File: src/rtl/divider_pkg.sv
// Shared types and sizing helpers for the iterative restoring divider.
package divider_pkg;

  typedef enum logic [1:0] {
    IDLE,
    RUN,
    DONE
  } state_e;

  // The counter must hold the value width itself, hence width+1 codes.
  function automatic int cnt_w(input int width);
    return $clog2(width + 1);
  endfunction

endpackage

File: src/rtl/restoring_divider_cla_subtractor.sv
// Combinational n-bit subtractor a - b built as a + ~b + 1 with full carry look-ahead.
module cla_subtractor #(
  parameter int n = 9
) (
  input  logic [n-1:0] a,
  input  logic [n-1:0] b,
  output logic [n-1:0] diff,
  output logic         borrow
);

  logic [n-1:0] gen;
  logic [n-1:0] prop;
  logic [n:0]   carry;

  assign gen  = a & ~b;
  assign prop = a ^ ~b;

  // Carry into bit top+1 flattened as g[top] | p[top]g[top-1] | ... | p[top..0]cin, with cin = 1.
  function automatic logic carryInto(input logic [n-1:0] gv, input logic [n-1:0] pv, input int top);
    logic acc;
    logic run;
    acc = 1'b0;
    run = 1'b1;
    for (int j = top; j >= 0; j--) begin
      acc = acc | (run & gv[j]);
      run = run & pv[j];
    end
    return acc | run;
  endfunction

  assign carry[0] = 1'b1;

  for (genvar i = 0; i < n; i++) begin : gen_carry
    assign carry[i+1] = carryInto(gen, prop, i);
  end

  assign diff   = prop ^ carry[n-1:0];
  assign borrow = ~carry[n];

endmodule

File: src/rtl/restoring_divider.sv
// Iterative unsigned radix-2 restoring divider, one trial subtraction per clock,
// with valid/ready request and response handshakes.
module restoring_divider
  import divider_pkg::*;
#(
  parameter int width = 8
) (
  input  logic             clk,
  input  logic             rst,
  input  logic             start_valid,
  output logic             start_ready,
  input  logic [width-1:0] dividend,
  input  logic [width-1:0] divisor,
  output logic             res_valid,
  input  logic             res_ready,
  output logic [width-1:0] quotient,
  output logic [width-1:0] remainder,
  output logic             div_by_zero
);

  localparam int CntW = cnt_w(width);

  state_e           state_q;
  logic [width-1:0] q_q;
  logic [width-1:0] rem_q;
  logic [width-1:0] divisor_q;
  logic [width-1:0] quotient_q;
  logic [width-1:0] remainder_q;
  logic [CntW-1:0]  count_q;
  logic             resValid_q;
  logic             divByZero_q;

  logic [width-1:0] q_d;
  logic [width-1:0] rem_d;
  logic [width:0]   shifted;
  logic [width:0]   trial;
  logic             borrow;
  logic             fits;

  assign shifted = {rem_q, q_q[width-1]};

  cla_subtractor #(
    .n(width + 1)
  ) u_sub (
    .a     (shifted),
    .b     ({1'b0, divisor_q}),
    .diff  (trial),
    .borrow(borrow)
  );

  // Without a borrow the trial is below the divisor, so its top bit is always 0.
  always_comb begin
    fits  = ~borrow & ~trial[width];
    q_d   = {q_q[width-2:0], fits};
    rem_d = fits ? trial[width-1:0] : shifted[width-1:0];
  end

  always_ff @(posedge clk or posedge rst) begin
    if (rst) begin
      state_q     <= IDLE;
      q_q         <= '0;
      rem_q       <= '0;
      divisor_q   <= '0;
      quotient_q  <= '0;
      remainder_q <= '0;
      count_q     <= '0;
      resValid_q  <= 1'b0;
      divByZero_q <= 1'b0;
    end else begin
      case (state_q)
        IDLE: begin
          if (start_valid) begin
            divisor_q <= divisor;
            q_q       <= dividend;
            rem_q     <= '0;
            count_q   <= CntW'(width);
            // A zero divisor skips the iterations and reports the fixed result directly.
            if (divisor == '0) begin
              quotient_q  <= '1;
              remainder_q <= dividend;
              divByZero_q <= 1'b1;
              resValid_q  <= 1'b1;
              state_q     <= DONE;
            end else begin
              state_q <= RUN;
            end
          end
        end
        RUN: begin
          q_q     <= q_d;
          rem_q   <= rem_d;
          count_q <= count_q - CntW'(1);
          if (count_q == CntW'(1)) begin
            quotient_q  <= q_d;
            remainder_q <= rem_d;
            resValid_q  <= 1'b1;
            state_q     <= DONE;
          end
        end
        DONE: begin
          if (res_ready) begin
            quotient_q  <= '0;
            remainder_q <= '0;
            divByZero_q <= 1'b0;
            resValid_q  <= 1'b0;
            state_q     <= IDLE;
          end
        end
        default: state_q <= IDLE;
      endcase
    end
  end

  assign start_ready = (state_q == IDLE);
  assign res_valid   = resValid_q;
  assign quotient    = quotient_q;
  assign remainder   = remainder_q;
  assign div_by_zero = divByZero_q;

endmodule

File: config.mk
export PLATFORM = sky130hd
export DESIGN_NAME = restoring_divider
export DESIGN_NICKNAME = d
export VERILOG_FILES = /design/src/rtl/divider_pkg.sv /design/src/rtl/restoring_divider_cla_subtractor.sv /design/src/rtl/restoring_divider.sv
export SDC_FILE = /design/constraint.sdc
export NUM_CORES = 1
export LEC_CHECK = 0
export ABC_AREA = 1
export CAP_MARGIN = 40
export CELL_PAD_IN_SITES_DETAIL_PLACEMENT = 2
export CELL_PAD_IN_SITES_GLOBAL_PLACEMENT = 2
export CORE_MARGIN = 2
export CORE_UTILIZATION = 29
export DETAILED_ROUTE_END_ITERATION = 6
export PLACE_DENSITY = 0.81
export REMOVE_ABC_BUFFERS = 1
export SYNTH_ARGS = -nofsm -noshare
export SYNTH_HDL_FRONTEND = slang
export SYNTH_SLANG_ARGS = --single-unit
File: constraint.sdc
create_clock -name clk -period 1.9 [get_ports clk]
set_input_delay 0.285 -clock clk [delete_from_list [all_inputs] [get_ports clk]]
set_output_delay 0.285 -clock clk [all_outputs]
set_load 0.02 [all_outputs]
Word level (Yosys, flattened, before mapping)
Index checks and enable logic that the tools add are counted.
{"block": "op_classes", "n_addsub": 1, "bitwise": 123, "n_eq_ne": 7, "reduce_logical": 10, "muxes": 27}
{"cell": "$mux 8", "n": 10}
{"cell": "$and 1x1->1", "n": 73}
{"cell": "$pmux 8 s3", "n": 2}
{"cell": "$or 1x1->1", "n": 45}
{"cell": "$pmux 8 s2", "n": 2}
{"cell": "$xor 9x9->9", "n": 2}
{"cell": "$and 9x9->9", "n": 1}
{"cell": "$not 8->9", "n": 1}
{"cell": "$logic_not 8->1", "n": 1}
{"cell": "$mux 2", "n": 4}
{"cell": "$pmux 4 s2", "n": 1}
{"cell": "$ne 2x2->1 const B", "n": 3}
{"cell": "$pmux 2 s3", "n": 1}
{"cell": "$reduce_and 5->1", "n": 1}
{"cell": "$eq 4x1->1 const B", "n": 1}
{"cell": "$mux 1", "n": 4}
{"cell": "$mux 4", "n": 1}
{"cell": "$reduce_and 2->1", "n": 2}
{"cell": "$reduce_and 4->1", "n": 1}
{"cell": "$reduce_bool 2->1", "n": 2}
{"cell": "$sub 4x1->4 const B", "n": 1}
{"cell": "$pmux 1 s3", "n": 1}
{"cell": "$reduce_and 3->1", "n": 1}
{"cell": "$reduce_bool 3->1", "n": 1}
{"cell": "6 further kinds", "n": 6}
{"block": "word_totals", "output_inout_bits": 19, "regBits": 48, "in_bits": 20, "elab_cells": 177}

Depth between registers and ports, before layout
Gate-level depths: netlist of the first run.
{"block": "depth", "depth_word": 17, "mapped_depth": 16, "depth_no_buf": 16}

Hierarchy
From an unflattened synthesis of the first run, not the netlist that was laid out.
{"block": "hier_totals", "cells_unflattened": 414, "hier_area_um2": 3001.6}
{"mod": "restoring_divider", "area_each_um2": 2443.6, "seq_area_each_um2": 1201.2, "cells_per_inst": 318, "n_inst": 1}
{"mod": "cla_subtractor", "area_each_um2": 558.0, "seq_area_each_um2": 0.0, "cells_per_inst": 96, "n_inst": 1}

Worst setup path after synthesis of the first run
Ideal clock, no wire load.
{"block": "synth_timing", "path_kind": "register to register", "start": "reg state_q[0]", "end": "reg resValid_q, in the netlist res_valid", "period_less_slack_ns": 1.813, "path_buffers": 1, "stages_incl_launch_ff": 13, "setup_slack_ns": 0.087, "t_required_ns": 1.824, "t_arrival_ns": 1.737, "setup_time_ns": 0.076, "cell_sequence": "dfrtp_1 -> inv_1 -> ha_1 -> inv_2 -> or2_1 -> o21ai_1 -> inv_2 -> nand2_2 -> nor2_4 -> nand2_4 -> buf_4 -> nand2_1 -> o21ai_1"}
{"block": "synth_via", "elab_chain_len": 3, "elab_cells_between_ends": 10, "classes_between": "eq/ne: 6; mux: 1; reduce/logical: 3"}
{"element": "start: declaration", "line_no": "restoring_divider.sv:23", "source": "state_e state_q;"}
{"element": "start signal: assignment", "line_no": "restoring_divider.sv:60", "source": "state_q <= IDLE;"}
{"element": "start signal: assignment", "line_no": "restoring_divider.sv:83", "source": "state_q <= DONE;"}
{"element": "start signal: assignment", "line_no": "restoring_divider.sv:85", "source": "state_q <= RUN;"}
{"element": "$logic_not 2->1 (*)"}
{"element": "via start_ready", "line_no": "restoring_divider.sv:11", "source": "output logic start_ready,"}
{"element": "$ne 2x1->1 (no line) (tied with other cells)"}
{"element": "$reduce_and 5->1 (no line)"}
{"element": "end signal: assignment", "line_no": "restoring_divider.sv:67", "source": "resValid_q <= 1'b0;"}
{"element": "end signal: assignment", "line_no": "restoring_divider.sv:82", "source": "resValid_q <= 1'b1;"}
{"element": "end signal: assignment", "line_no": "restoring_divider.sv:96", "source": "resValid_q <= 1'b1;"}
{"element": "end: declaration", "line_no": "restoring_divider.sv:30", "source": "logic resValid_q;"}
The timed path passes the listed nets; every way through them passes the cells marked *.
A chain may end at the register's enable or synchronous reset.

Worst setup path after layout of the first run
{"block": "layout_timing", "start": "reg divisor_q[1]", "end": "reg remainder_q[1], in the netlist remainder[1]"}
{"block": "layout_via", "elab_chain_len": 12, "elab_cells_between_ends": 23, "classes_between": "mux: 3; bitwise: 20"}
{"element": "start: declaration", "line_no": "restoring_divider.sv:26", "source": "logic [width-1:0] divisor_q;"}
{"element": "start signal: assignment", "line_no": "restoring_divider.sv:73", "source": "divisor_q <= divisor;"}
{"element": "$not 8->9 (*)", "line_no": "restoring_divider_cla_subtractor.sv:15, restoring_divider_cla_subtractor.sv:16"}
{"element": "$and 9x9->9 / $xor 9x9->9 (equally long branches)", "line_no": "restoring_divider_cla_subtractor.sv:15, restoring_divider_cla_subtractor.sv:16"}
{"element": "$and 1x1->1, on equally long branches", "line_no": "restoring_divider_cla_subtractor.sv:25, restoring_divider_cla_subtractor.sv:26"}
{"element": "$or 1x1->1 / $and 1x1->1 (equally long branches)", "line_no": "restoring_divider_cla_subtractor.sv:25", "source": "acc = acc | (run & gv[j]);"}
{"element": "$or 1x1->1", "line_no": "restoring_divider_cla_subtractor.sv:25"}
{"element": "$or 1x1->1", "line_no": "restoring_divider_cla_subtractor.sv:28", "source": "return acc | run;"}
{"element": "$xor 9x9->9", "line_no": "restoring_divider_cla_subtractor.sv:37", "source": "assign diff = prop ^ carry[n-1:0];"}
{"element": "$not 1->1", "line_no": "restoring_divider.sv:53", "source": "fits = ~borrow & ~trial[width];"}
{"element": "$and 1x1->1", "line_no": "restoring_divider.sv:53"}
{"element": "$mux 8 (*)", "line_no": "restoring_divider.sv:55", "source": "rem_d = fits ? trial[width-1:0] : shifted[width-1:0];"}
{"element": "$mux 8 (*)", "line_no": "restoring_divider.sv:93", "source": "if (count_q == CntW'(1)) begin"}
{"element": "$pmux 8 s3 (*)", "line_no": "restoring_divider.sv:70", "source": "case (state_q)"}
{"element": "end signal: assignment", "line_no": "restoring_divider.sv:80", "source": "remainder_q <= dividend;"}
{"element": "end signal: assignment", "line_no": "restoring_divider.sv:95", "source": "remainder_q <= rem_d;"}
{"element": "end: declaration", "line_no": "restoring_divider.sv:28", "source": "logic [width-1:0] remainder_q;"}
Every way passes the cells marked *; elsewhere a longest branch is shown, timed or not. The select of a mux whose other input is x is not followed.

==> results of run 1 <==
cells by family (layout without fill, tap and decap cells):
| family | after synthesis | count (layout) | share of synthesized area |
|---|---|---|---|
| AO/OA/AOI/OAI | 66 | 66 | 0.132 |
| XOR/XNOR | 4 | 4 | 0.0124 |
| adder cells (fa/ha/maj) | 15 | 15 | 0.0662 |
| buffers and inverters | 68 | 154 | 0.0997 |
| flip-flops | 48 | 48 | 0.424 |
| AND/OR/NAND/NOR | 159 | 161 | 0.267 |
registers in the layout, summed over array words and instances (netlist names):
signal and cells:
count_q 4, div_by_zero 1, divisor_q 8, q_q 8
quotient 8, rem_q 8, remainder 8, res_valid 1
state_q 2
what timing repair did:
action,in CTS,in global routing
cloned,1,1
pin swaps,17,17
gates resized for setup,48,36
setup buffers,12,4
setup endpoints to repair,26,34
final cells by class:
| type | instances | share of cell area |
|---|---|---|
| multi-input combinational | 246 | 0.413 |
| timing repair buffer | 88 | 0.187 |
| tap | 133 | 0.0393 |
| clock buffer | 6 | 0.0172 |
| clock inverter | 2 | 0.00828 |
| inverter | 58 | 0.0515 |
| sequential | 48 | 0.284 |
worst max-delay path by stage:
stage	from	endpoint	slack [ns]	depth (start not counted)
2_1_floorplan	state_q[0]	count_q[2]	-1.03	9
3_3_place_gp	rem_q[1]	remainder[4]	-0.004	13
3_5_place_dp	rem_q[1]	rem_q[1]	-0.16	10
4_1_cts	divisor_q[2]	remainder[7]	-0.01	14
5_1_grt	q_q[7]	remainder[1]	-0.26	13
6_report	divisor_q[1]	remainder[1]	-0.17	13
per-stage QoR:
stage | worst slack (ns) | total power, W | cell area, sq um
after detailed placement | -0.160 | 0.00686 | 3600
after global routing | -0.261 | 0.0101 | 4230
after CTS | -0.0143 | 0.00859 | 4060
after floorplan | -1.03 | 0.00472 | 2770
after global placement | -0.00368 | 0.00657 | 3600
final | -0.168 | 0.00938 | 4230
report_power, final:
part	leakage (nW)	switching [W]	internal (W)
combinational	1.38	0.00400	0.00275
clock	0.0552	0.000377	0.000392
sequential	0.594	0.000374	0.00148
total	2.03	0.00476	0.00462
worst min-delay path, cell delays in order:
cell and delay (ns):
sky130_fd_sc_hd__clkdlybuf4s50_1 0.41, sky130_fd_sc_hd__inv_2 0.07, sky130_fd_sc_hd__buf_12 0.27
layer usage:
layer	global-route usage	vias to the layer above
li1	-	1346
met1	0.247	1466
met2	0.430	51
met3	0.0346	27
met4	0.0789	0
met5	0	-
layout by cell type (no fill, tap or decap), types with 2 or more instances in the layout:
master	Yosys	final
sky130_fd_sc_hd__nand2_8	0	3
sky130_fd_sc_hd__clkbuf_8	0	5
sky130_fd_sc_hd__ha_2	0	4
sky130_fd_sc_hd__a21oi_4	1	2
sky130_fd_sc_hd__o21ai_0	15	14
sky130_fd_sc_hd__a21oi_1	30	23
sky130_fd_sc_hd__nor2_2	1	5
sky130_fd_sc_hd__ha_1	15	3
sky130_fd_sc_hd__ha_4	0	8
sky130_fd_sc_hd__nand3_1	37	16
sky130_fd_sc_hd__o21ai_1	10	8
sky130_fd_sc_hd__nand3_4	1	4
sky130_fd_sc_hd__nand4_1	6	6
sky130_fd_sc_hd__nand2_1	87	82
sky130_fd_sc_hd__a21oi_2	0	6
sky130_fd_sc_hd__o21ai_2	0	3
sky130_fd_sc_hd__nor2_1	10	5
sky130_fd_sc_hd__inv_1	54	42
sky130_fd_sc_hd__nand2_2	3	7
sky130_fd_sc_hd__nand2_4	5	4
sky130_fd_sc_hd__nand3_2	3	22
sky130_fd_sc_hd__clkdlybuf4s50_1	0	37
sky130_fd_sc_hd__nor2_4	1	2
sky130_fd_sc_hd__buf_12	0	3
sky130_fd_sc_hd__xor2_2	0	2
sky130_fd_sc_hd__o22ai_1	2	2
sky130_fd_sc_hd__nor3_1	3	2
sky130_fd_sc_hd__dfrtp_1	48	48
sky130_fd_sc_hd__o221ai_1	7	6
sky130_fd_sc_hd__inv_2	3	16
sky130_fd_sc_hd__buf_4	4	47
==> run_results.csv, run 1 <==
group,metric,value,unit
run_status,status,"finished, violations left",
run_status,failed_checks,"setup timing",
layout,finalNonFillerCells,581,
global_routing,grt_antenna_before_repair,0,
sta,setup_tns,-1.28,ns
yosys,synthMostInstantiatedCell,"sky130_fd_sc_hd__nand2_1",
global_routing,grt_pass1_vias,3263,
routing,detail_route.iter0.violations,76,
yosys,asyncSetResetFlopFracSynth,1.00,
critical_path,critical_path_s_slowest_cell,"sky130_fd_sc_hd__dfrtp_1",
global_routing,grt-ovfl-total,0,
sta,final-hold-violation-count,0,
critical_path,cp_data_arrival_time,2.31,ns
hold_path,holdCritPathClass,"in2async",
sta,post-route-min-period,2.07,ns
routing,wirelength_met1,4.65,mm
layout,fin_util,0.439,
global_routing,grt_usage,0.223,
routing,wl_per_cell,20.2,microns
placed_design,gpl.final_weighted_congestion,0.771,
yosys,synth_area_leaders,"sky130_fd_sc_hd__dfrtp_1 42%, sky130_fd_sc_hd__nand2_1 12%, sky130_fd_sc_hd__inv_1 7.1%",
critical_path,worst-endpoint-required,2.15,ns
clock_tree,cts_buffer_depth,2,
routing,postRouteWirelength,11.7,mm
sta,period_share,1.09,
floorplan,coreArea,9640,sq um
power,total_leakage_power,2.03,nW
clock_tree,ctsRootBufferMaster,"sky130_fd_sc_hd__clkbuf_8",
clock_tree,worst_skew_pair.late_latency,0.31,ns
routing,vias,2890,
critical_path,setup.reg_to_reg.worst_slack,-0.17,ns
sta,timing.fmax,484,MHz
layout,filler_cell_count,1066,
yosys,synthesis.area_per_instance,7.88,sq um
critical_path,ff_to_ff_end,"remainder[1]",
power,ir_drop,813,uV
clock_tree,cts_hold_repair.buffers,0,
power,power.density_cell_area,2220,nW/um^2
routing,route.met3.wl,242,microns
routing,iteration_count_of_the_initial_detailed_routing_pass,4,
critical_path,worst_r2r_path_depth,13,
sta,finalClockSkew,0.00782,ns
critical_path,critical_path.startpoint_type,"register",
layout,final_nets,482,
yosys,synthDominantCellAreaShare,0.424,
sta,hold_slack_final,0.332,ns
placed_design,place_inst,555,
yosys,synth_top_cells_by_count,"87 x sky130_fd_sc_hd__nand2_1, 54 x sky130_fd_sc_hd__inv_1, 48 x sky130_fd_sc_hd__dfrtp_1",
run,maxCapViolCount,0,
layout,post_route_cells_drive_above_1_share,0.330,
global_routing,grt_pass1_wl,17.7,mm
routing,top_layer,"met4",
critical_path,critical_path.max_stage_delay,0.40,ns
sta,postLayoutSetupSlackWorst,-0.168,ns
placed_design,port_buffers,38,
placed_design,place.detailed.hpwl,7.09,mm
yosys,synth_largest_area_cell,"sky130_fd_sc_hd__dfrtp_1",
yosys,synthesis.instances,360,
routing,drc_markers,0,
yosys,synth_seq_cells,48,
layout,synthToLayoutAreaGrowth,49.2,%
yosys,synth.yosys.seq_area_share,0.424,
floorplan,die_width,103,microns
sta,slew-limit-headroom,0.704,
floorplan,row_count,36,
critical_path,crit_family,"simple AND/OR/NAND/NOR gates",
critical_path,worst_r2r_startpoint,"divisor_q[1]",
yosys,ys.warnings.count,0,
routing,met2WireLength,6.48,mm
sta,worst_slew_pin_slew,0.443,ns
sta,grt_setup_unrepaired,"true",
critical_path,critPathKind,"reg2reg",
critical_path,critical_path.cell_chain,"inv_1 > ha_4 > nand3_1 > nand3_2 > nand2_2 > nand2_2 > nand2_4 > nand3_4 > nand3_2 > nand3_2 > nand2_1 > nand2_1 > nand2_1",
sta,setup_viol,17,
floorplan,dieHeight,103,microns
layout,antenna_cells,0,
floorplan,effective_utilization_at_floorplan,0.294,
layout,sequential_cell_area,1200,sq um
global_routing,grt_start_max_net_pins,49,
layout,multi_input_area,1750,sq um
floorplan,dieArea,10600,sq um
clock_tree,cts.clk_slew.worst_paths,0.10,ns
yosys,synth_cell_types,31,
yosys,synth_top_flop_cell,"sky130_fd_sc_hd__dfrtp_1",
yosys,mappedNetlistArea,2840,sq um
critical_path,critical_path.max_fanout,8,
clock_tree,clock_tree.htree_level_count,2,
yosys,synth_edf_count,0,
routing,viasPerCell,4.97,
sta,slew_viol_final,0,
critical_path,cp_num_buf_inv,1,
clock_tree,clock_tree_from_tritoncts,"done",
critical_path,endpoint_kind,"register",
clock_tree,numCtsBuffers,5,
floorplan,boundaryPins,39,
clock_tree,clkSinkCount,48,
routing,ant_nets,0,
No activity file was read; power rests on OpenSTA's default activity.
==> inputs of run 2 (changes only) <==
--- a/config.mk
+++ b/config.mk
@@ -12,6 +12,7 @@
 export CORE_MARGIN = 2
 export CORE_UTILIZATION = 29
 export DETAILED_ROUTE_END_ITERATION = 6
+export GPL_ROUTABILITY_DRIVEN = 0
 export PLACE_DENSITY = 0.81
 export REMOVE_ABC_BUFFERS = 1
 export SYNTH_ARGS = -nofsm -noshare
==> constraint.sdc (replaced) <==
create_clock -name clk -period 1.9 [get_ports clk]
set_input_delay 0.285 -clock clk [delete_from_list [all_inputs] [get_ports clk]]
set_output_delay 0.285 -clock clk [all_outputs]
set_load 0.005 [all_outputs]
==> run_results.csv, run 2 (synthesis results as in run 1) <==
group,metric,value,unit
sta,slew_viol_final,0,
layout,post_route_cells_drive_above_1_share,0.323,
sta,finalClockSkew,0.0134,ns
critical_path,cp_data_arrival_time,2.20,ns
layout,multi_input_area,1800,sq um
critical_path,worst-endpoint-required,2.11,ns
sta,grt_setup_unrepaired,"true",
critical_path,critical_path.startpoint_type,"register",
critical_path,worst_r2r_path_depth,14,
routing,top_layer,"met4",
layout,antenna_cells,0,
run,maxCapViolCount,0,
floorplan,effective_utilization_at_floorplan,0.294,
layout,most-common-layout-cells,"81 x sky130_fd_sc_hd__nand2_1, 48 x sky130_fd_sc_hd__dfrtp_1, 47 x sky130_fd_sc_hd__inv_1",
global_routing,grt_pass1_wl,16.3,mm
floorplan,coreArea,9640,sq um
sta,hold_slack_final,0.297,ns
sta,postLayoutSetupSlackWorst,-0.0972,ns
floorplan,dieHeight,103,microns
sta,slew-limit-headroom,0.702,
clock_tree,cts_hold_repair.buffers,0,
run_status,status,"finished, violations left",
critical_path,critical_path.max_stage_delay,0.40,ns
global_routing,grt-ovfl-total,0,
clock_tree,clock_tree.htree_level_count,2,
layout,final_nets,477,
routing,ant_nets,0,
placed_design,place_inst,555,
floorplan,die_width,103,microns
clock_tree,cts.clk_slew.worst_paths,0.10,ns
sta,timing.fmax,501,MHz
layout,mostFrequentLayoutCell,"sky130_fd_sc_hd__nand2_1",
floorplan,row_count,36,
power,ir_drop,1000,uV
routing,iteration_count_of_the_initial_detailed_routing_pass,4,
routing,detail_route.iter0.violations,69,
critical_path,worst_path_most_repeated_cell,"sky130_fd_sc_hd__nand2_1",
critical_path,endpoint_kind,"register",
critical_path,critical_path.max_fanout,8,
routing,wirelength_met1,4.61,mm
global_routing,grt_pass1_vias,3124,
sta,post-route-min-period,2.00,ns
sta,final-hold-violation-count,0,
routing,postRouteWirelength,11.8,mm
global_routing,grt_antenna_before_repair,0,
routing,wl_per_cell,20.5,microns
clock_tree,worst_skew_pair.late_latency,0.32,ns
power,total_leakage_power,2.01,nW
global_routing,grt_start_max_net_pins,49,
critical_path,critical_path_s_slowest_cell,"sky130_fd_sc_hd__dfrtp_1",
routing,vias,2874,
routing,route.met3.wl,280,microns
power,total_power,0.00917,W
floorplan,boundaryPins,39,
floorplan,dieArea,10600,sq um
critical_path,critPathKind,"reg2reg",
clock_tree,numCtsBuffers,5,
routing,met2WireLength,6.51,mm
critical_path,critical_path.cell_chain,"inv_1 > ha_4 > nand3_1 > nand3_2 > nand2_2 > nand2_2 > nand2_4 > nand2_8 > nand2_8 > nand3_4 > nand3_2 > nand2_1 > nand2_1 > nand2_1",
sta,period_share,1.05,
clock_tree,cts_buffer_depth,2,
sta,worst_slew_pin_slew,0.447,ns
critical_path,setup.reg_to_reg.worst_slack,-0.1,ns
hold_path,holdCritPathClass,"in2async",
sta,setup_viol,18,
placed_design,detailedPlace.worstSlack,-0.160,ns
layout,finalNonFillerCells,576,
run_status,failed_checks,"setup timing",
power,power.density_cell_area,2160,nW/um^2
layout,synthToLayoutAreaGrowth,49.6,%
layout,sequential_cell_area,1200,sq um
routing,viasPerCell,4.99,
critical_path,ff_to_ff_end,"remainder[4]",
routing,drc_markers,0,
layout,filler_cell_count,1071,
global_routing,grt_usage,0.202,
clock_tree,clkSinkCount,48,
clock_tree,ctsRootBufferMaster,"sky130_fd_sc_hd__clkbuf_8",
placed_design,port_buffers,38,
critical_path,worst_r2r_startpoint,"divisor_q[1]",
clock_tree,clock_tree_from_tritoncts,"done",
placed_design,place.detailed.hpwl,7.09,mm
==> run 2: how the worst max path moves through the flow <==
stage                      start      endpoint  slack, ns  cells after the start
floorplan             state_q[0]    count_q[2]      -0.95                      9
global placement        rem_q[1]  remainder[4]     -0.004                     13
detailed placement      rem_q[1]      rem_q[1]      -0.16                     10
CTS                     rem_q[4]  remainder[5]      -0.02                     15
global route        divisor_q[5]  remainder[4]      -0.22                     13
finish              divisor_q[1]  remainder[4]       -0.1                     14
==> run 2: layer usage <==
metal  track usage  vias to the layer above
met2         0.389                       49
met3        0.0264                       23
met4        0.0678                        0
li1              -                     1338
met5             0                        -
met1         0.228                     1464
==> run 2: cell type report <==
class | count | area share
clock buffer | 6 | 0.0171
clock inverter | 2 | 0.00826
inverter | 58 | 0.0513
multi-input combinational | 247 | 0.424
sequential | 48 | 0.283
tap | 133 | 0.0392
timing repair buffer | 82 | 0.177
==> run 2: repair_timing <==
item | 4_1_cts | 5_1_grt
resized for setup | 29 | 56
pin swaps | 3 | 12
endpoints found under the setup margin | 26 | 35
setup buffers | 3 | 7
gates cloned | 0 | 3
==> run 2: report_power, final <==
| part | internal [W] | switching (W) | leakage, nW |
|---|---|---|---|
| combinational | 0.00270 | 0.00385 | 1.36 |
| clock | 0.000392 | 0.000385 | 0.0552 |
| sequential | 0.00148 | 0.000367 | 0.594 |
| total | 0.00457 | 0.00460 | 2.01 |
==> run 2: through the flow <==
step	TNS, ns	instance area, sq um	util
3_5_place_dp	-2.99	3600	0.374
6_report	-0.936	4240	0.440
2_1_floorplan	-13.63	2770	-
4_1_cts	-0.0627	3880	0.403
5_1_grt	-3.28	4240	0.440
3_3_place_gp	-0.00368	3600	0.374
==> run 2: worst max-delay path, delay by kind of cell, from the launching register on <==
kind,cells,cell delay (ns)
adder cells (fa/ha/maj),1,0.23
AND/OR/NAND/NOR,12,1.13
flip-flops,1,0.40
buffers and inverters,1,0.12
